File: src/rtl/load_store_unit.sv
// Load/store stage: one Wishbone transfer per control_unit request.
// Define LSU_MISALIGN_TRAP_EN to trap misaligned accesses instead of issuing them.
package lsu_pkg;
  typedef enum logic [1:0] {
    MEM_NONE   = 2'd0,
    LOAD_DATA  = 2'd1,
    STORE_DATA = 2'd2
  } memory_operation_t;
endpackage

module load_store_unit
  import lsu_pkg::*;
#(
  parameter int TIMEOUT_CYCLES = 64
) (
  input  logic              clk,
  input  logic              rst,
  input  logic              cyc,
  input  memory_operation_t memory_operation,
  input  logic [2:0]        funct3,
  input  logic [31:0]       address,
  input  logic [31:0]       store_data,
  output logic              ack,
  output logic              data_valid,
  output logic [31:0]       load_data,
  output logic              misaligned,
  output logic              bus_err,
  output logic              wb_cyc,
  output logic              wb_stb,
  output logic              wb_we,
  output logic [31:0]       wb_adr,
  output logic [3:0]        wb_sel,
  output logic [31:0]       wb_dat_o,
  input  logic [31:0]       wb_dat_i,
  input  logic              wb_ack
);

  localparam int CW = $clog2(TIMEOUT_CYCLES + 1);

`ifdef LSU_MISALIGN_TRAP_EN
  localparam bit TRAP = 1'b1;
`else
  localparam bit TRAP = 1'b0;
`endif

  typedef enum logic [1:0] {
    S_IDLE,
    S_BUS,
    S_ACK,
    S_VALID
  } state_t;

  state_t state;
  state_t state_nx;

  logic [CW-1:0] cnt;
  logic [2:0]    f3_q;
  logic [1:0]    lo_q;
  logic          ld_op_q;
  logic          mis_q;
  logic          err_q;
  logic [31:0]   ld_q;

  logic          req;
  logic          is_b;
  logic          is_h;
  logic [3:0]    sel_nx;
  logic [31:0]   dat_nx;
  logic          mis_nx;
  logic          skip;
  logic          tmo;
  logic [7:0]    lb;
  logic [15:0]   lh;
  logic [31:0]   ext;

  assign req  = cyc && (memory_operation != MEM_NONE);
  assign is_b = (funct3[1:0] == 2'b00);
  assign is_h = (funct3[1:0] == 2'b01);
  assign skip = TRAP && mis_nx;
  assign tmo  = (cnt == CW'(TIMEOUT_CYCLES - 1));

  always_comb begin
    sel_nx = 4'b1111;
    dat_nx = store_data;
    mis_nx = 1'b0;
    unique case (1'b1)
      is_b: begin
        sel_nx = 4'b0001 << address[1:0];
        dat_nx = {4{store_data[7:0]}};
      end
      is_h: begin
        sel_nx = 4'b0011 << {address[1], 1'b0};
        dat_nx = {2{store_data[15:0]}};
        mis_nx = address[0];
      end
      default: mis_nx = |address[1:0];
    endcase
  end

  // Lane pick uses the request's low address bits; bit 2 of funct3 = unsigned.
  always_comb begin
    lb  = wb_dat_i[{lo_q, 3'b000} +: 8];
    lh  = lo_q[1] ? wb_dat_i[31:16] : wb_dat_i[15:0];
    ext = wb_dat_i;
    unique case (1'b1)
      (f3_q[1:0] == 2'b00):
        ext = {{24{~f3_q[2] & lb[7]}}, lb};
      (f3_q[1:0] == 2'b01):
        ext = {{16{~f3_q[2] & lh[15]}}, lh};
      default: ext = wb_dat_i;
    endcase
  end

  always_ff @(posedge clk or posedge rst) begin
    if (rst) state <= S_IDLE;
    else     state <= state_nx;
  end

  always_comb begin
    state_nx = state;
    unique case (state)
      S_IDLE:
        if (req) state_nx = skip ? S_ACK : S_BUS;
      S_BUS:
        if (wb_ack || tmo) state_nx = S_ACK;
      S_ACK:
        if (!cyc) state_nx = ld_op_q ? S_VALID : S_IDLE;
      S_VALID:
        state_nx = S_IDLE;
      default:
        state_nx = S_IDLE;
    endcase
  end

  always_comb begin
    ack        = 1'b0;
    data_valid = 1'b0;
    wb_cyc     = 1'b0;
    unique case (state)
      S_BUS:   wb_cyc     = 1'b1;
      S_ACK:   ack        = 1'b1;
      S_VALID: data_valid = 1'b1;
      default: ;
    endcase
  end

  assign wb_stb     = wb_cyc;
  assign misaligned = mis_q;
  assign bus_err    = err_q;
  assign load_data  = ld_q;

  always_ff @(posedge clk or posedge rst) begin
    if (rst) begin
      cnt      <= '0;
      f3_q     <= '0;
      lo_q     <= '0;
      ld_op_q  <= 1'b0;
      mis_q    <= 1'b0;
      err_q    <= 1'b0;
      ld_q     <= '0;
      wb_we    <= 1'b0;
      wb_adr   <= '0;
      wb_sel   <= '0;
      wb_dat_o <= '0;
    end else begin
      unique case (state)
        S_IDLE: if (req) begin
          f3_q     <= funct3;
          lo_q     <= address[1:0];
          ld_op_q  <= (memory_operation == LOAD_DATA);
          wb_we    <= (memory_operation == STORE_DATA);
          wb_adr   <= {address[31:2], 2'b00};
          wb_sel   <= sel_nx;
          wb_dat_o <= dat_nx;
          cnt      <= '0;
          mis_q    <= skip;
          err_q    <= 1'b0;
          if (skip) ld_q <= '0;
        end
        S_BUS: begin
          cnt <= cnt + 1'b1;
          if (wb_ack) begin
            if (ld_op_q) ld_q <= ext;
          end else if (tmo) begin
            err_q <= 1'b1;
            ld_q  <= '0;
          end
        end
        default: if (state_nx == S_IDLE) begin
          mis_q <= 1'b0;
          err_q <= 1'b0;
        end
      endcase
    end
  end

endmodule

File: config.mk
export PLATFORM = sky130hd
export DESIGN_NAME = load_store_unit
export DESIGN_NICKNAME = d
export VERILOG_FILES = /design/src/rtl/load_store_unit.sv
export SDC_FILE = /design/constraint.sdc
export NUM_CORES = 1
export LEC_CHECK = 0
export BUFFER_PORTS_ARGS = -buffer_cell sky130_fd_sc_hd__buf_2
export CAP_MARGIN = 30
export CORE_MARGIN = 4
export CORE_UTILIZATION = 49
export DETAILED_ROUTE_END_ITERATION = 12
export GPL_ROUTABILITY_DRIVEN = 1
export PLACE_DENSITY_LB_ADDON = 0.15
export SKIP_CTS_REPAIR_TIMING = 1
export SYNTH_ARGS = -nofsm -noshare
export SYNTH_HDL_FRONTEND = slang
export SYNTH_SLANG_ARGS = --single-unit
File: constraint.sdc
create_clock -name clk -period 4.5 [get_ports clk]
set_clock_uncertainty 0.15 [all_clocks]
set_input_delay 0.9 -clock clk [delete_from_list [all_inputs] [get_ports clk]]
set_output_delay 0.9 -clock clk [all_outputs]
set_load 0.03 [all_outputs]
==> out/summary.json <==
{
  "setup_path": {
    "required_ps": 3450,
    "crit_arrival_ps": 1660,
    "crit_path_launch": "state[1]$_DFF_PP0_",
    "critPathKind": "flip-flop to primary output",
    "critical_path.endpoint_type": "primary output",
    "register_to_register_setup_slack_ps": 2210,
    "worst_setup_path_start_kind": "flip-flop",
    "crit_path_max_fanout": 11,
    "critical_path.reg2reg.startpoint": "state[0]$_DFF_PP0_"
  },
  "place": {
    "gp_congestion": 0.855,
    "io_buffers": 208,
    "dp_hpwl_mm": 10.4
  },
  "route": {
    "detailroute.wirelength.met2_mm": 7.25,
    "routedWlPerCell_um": 16.4,
    "detailedRoute.firstIterationViolations": 294,
    "routed_wirelength_mm": 14.6,
    "drt_first_pass_iters": 7,
    "post-route-drc-count": 0,
    "met3WireLength_mm": 1.21,
    "routed.top_layer": "met4",
    "vias": 4696,
    "detail_route.wirelength.met1_mm": 5.88,
    "routed_via_density": 5.30,
    "ant_nets": 0
  },
  "clock_tree": {
    "worst_setup_hold_path_clk_slew_ps": 50,
    "worst_skew_pair.late_latency_ps": 510,
    "clock_sinks": 115,
    "tritoncts_clock_tree": "built",
    "ctsRootBufferMaster": "sky130_fd_sc_hd__clkbuf_8",
    "ctsHtreeMaxLevel": 4,
    "tritoncts.num_buffers": 17,
    "clockBufferDepth": 2
  },
  "synth": {
    "yosysTopAreaCellShare_pct": 54.7,
    "synth.top_cells.by_count": "164 x sky130_fd_sc_hd__nand2_1, 115 x sky130_fd_sc_hd__dfrtp_1, 44 x sky130_fd_sc_hd__o21ai_0",
    "async_flop_share_pct": 100,
    "synth-seq-cells": 115,
    "post_synthesis_sequential_area_ratio_pct": 54.7,
    "synth-main-ff-cell": "sky130_fd_sc_hd__dfrtp_1",
    "synth_edf_count": 0,
    "netlist_top_cells_area": "sky130_fd_sc_hd__dfrtp_1 55%, sky130_fd_sc_hd__nand2_1 12%, sky130_fd_sc_hd__mux2i_1 5.1%, sky130_fd_sc_hd__a221o_1 4.6%, sky130_fd_sc_hd__o21ai_0 4.2%",
    "synth_cell_type_count": 48,
    "yosys_warnings": 0,
    "netlist_instances": 539,
    "synth_top_area_cell": "sky130_fd_sc_hd__dfrtp_1",
    "yosysMostFrequentCell": "sky130_fd_sc_hd__nand2_1",
    "synth_area_um2": 5260,
    "syn_area_per_cell_um2": 9.76
  },
  "sta": {
    "grt_setup_unrepaired": "false",
    "worstMarginPinSlew_ps": 959,
    "period_needed_ps": 2710,
    "hold_viol": 0,
    "worst_hold_slack_ps": 321,
    "setup_total_negative_slack_ps": 0,
    "timing.slew.headroom_pct": 36.0,
    "report.final.setup_viol": 0,
    "final.period_utilization_pct": 60.3,
    "final_max_slew_viol_count": 0,
    "fmax_mhz": 369
  },
  "global_routing": {
    "global_route.overflow_total": 0,
    "maximum_number_of_pins_on_one_net_before_global_route_repair": 74,
    "initial_antenna_violation_count": 1,
    "grt_first_pass_wirelength_mm": 24.3,
    "grt.total_usage_pct": 24.1,
    "via_count_of_the_first_global_routing_pass": 4880
  },
  "floorplan": {
    "dieArea_um2": 12500,
    "floorplan.die.width_um": 112,
    "num_rows": 37,
    "core_um2": 10400,
    "floorplan_die_height_um": 112,
    "num_io_pins": 212,
    "initial_core_util_pct": 50.7
  },
  "min_path": {
    "worst_hold_startpoint": "wb_adr[7]$_DFFE_PP0P_",
    "timing.hold.worst.class": "flip-flop to flip-flop"
  },
  "job": {
    "maxCapViolations": 0
  },
  "finish": {
    "area_growth_pct": 32.7,
    "final_nets": 842,
    "nFillCells": 869,
    "post_route_cells_drive_above_1_share_pct": 34.2
  },
  "run_status": {
    "run_status": "complete, no violations"
  },
  "pwr": {
    "total_leakage_power_uw": 0.00372,
    "vdd_drop_max_v": 0.000384,
    "cellPowerDensity_nw_per_um2": 803
  }
}
[logic make-up (layout without fill, tap and decap cells)]
kind of cell,Yosys count,after routing,share of synthesized area [%]
XOR/XNOR,1,1,0.167
multiplexers,28,28,5.57
adder cells (fa/ha/maj),1,1,0.238
buffers and inverters,43,251,4.00
AO/OA/AOI/OAI,133,133,17.2
flip-flops,115,115,54.7
other,1,4,0.0713
AND/OR/NAND/NOR,217,217,18.0
[state kept, by name, summed over array words and instances (netlist names)]
signal / flops
load_data: 32
wb_dat_o: 32
wb_adr: 30
cnt: 7
wb_sel: 4
f3_q: 3
lo_q: 2
state: 2
bus_err: 1
ld_op_q: 1
wb_we: 1
[routing by layer]
| layer | GRT usage [%] | vias up |
|---|---|---|
| met1 | 29.7 | 2251 |
| met4 | 7.79 | 0 |
| met2 | 40.0 | 165 |
| li1 | - | 2264 |
| met3 | 8.48 | 16 |
| met5 | 0 | - |
[placed cells by master, fill, tap and decap left out, drive strengths merged, types with 7 or more instances in the layout]
cell type  instances
buf              212
nand2            164
dfrtp            115
o21ai             52
mux2i             27
a221o             24
a21oi             21
nor2              21
clkbuf            20
nor2b              8
o2bb2ai            8
a21o               7
inv                7
[power breakdown]
group          switching [uW]  internal [uW]  leakage [uW]  total [uW]
clock                     452           1000      0.000316        1460
combinational            1610            722       0.00197        2330
sequential                324           1490       0.00144        1810
[metrics by stage]
stage	util, %	setup WS (ps)	instance area, um2	std cells	total power [uW]
after floorplan	-	406	5270	541	3440
after global placement	61.1	1750	6340	853	4120
after detailed placement	61.1	1670	6340	853	4170
after CTS	67.3	1760	6970	885	5650
after global routing	67.3	1670	6980	886	5940
final	67.3	1790	6980	886	5600
[final cells by class]
| cell class | instances | area, um2 | share of cell area (%) |
|---|---|---|---|
| flip-flops and latches | 115 | 2880 | 41.2 |
| multi-input cells | 383 | 2190 | 31.4 |
| repair buffers | 212 | 1070 | 15.4 |
| clock buffers | 20 | 425 | 6.10 |
| clock inverters | 12 | 210 | 3.01 |
| well taps | 136 | 170 | 2.44 |
| inverters | 7 | 28.8 | 0.412 |
| diodes | 1 | 2.50 | 0.0359 |
[critical path, cell delays in order (launching register included)]
cell                       delay (ps)
sky130_fd_sc_hd__dfrtp_1          460
sky130_fd_sc_hd__nand2b_2         280
sky130_fd_sc_hd__inv_2            190
sky130_fd_sc_hd__buf_2            230
[worst paths after layout]
check | cells after the start | end
max | 3 | wb_cyc
min | 2 | wb_adr[7]$_DFFE_PP0P_
max reg2reg | 3 | cnt[1]$_DFFE_PP0P_
min reg2reg | 2 | wb_adr[7]$_DFFE_PP0P_
max in group asynchronous | 3 | wb_sel[2]$_DFFE_PP0P_
min in group asynchronous | 2 | wb_dat_o[22]$_DFFE_PP0P_
(Power assumes the default switching activity.)
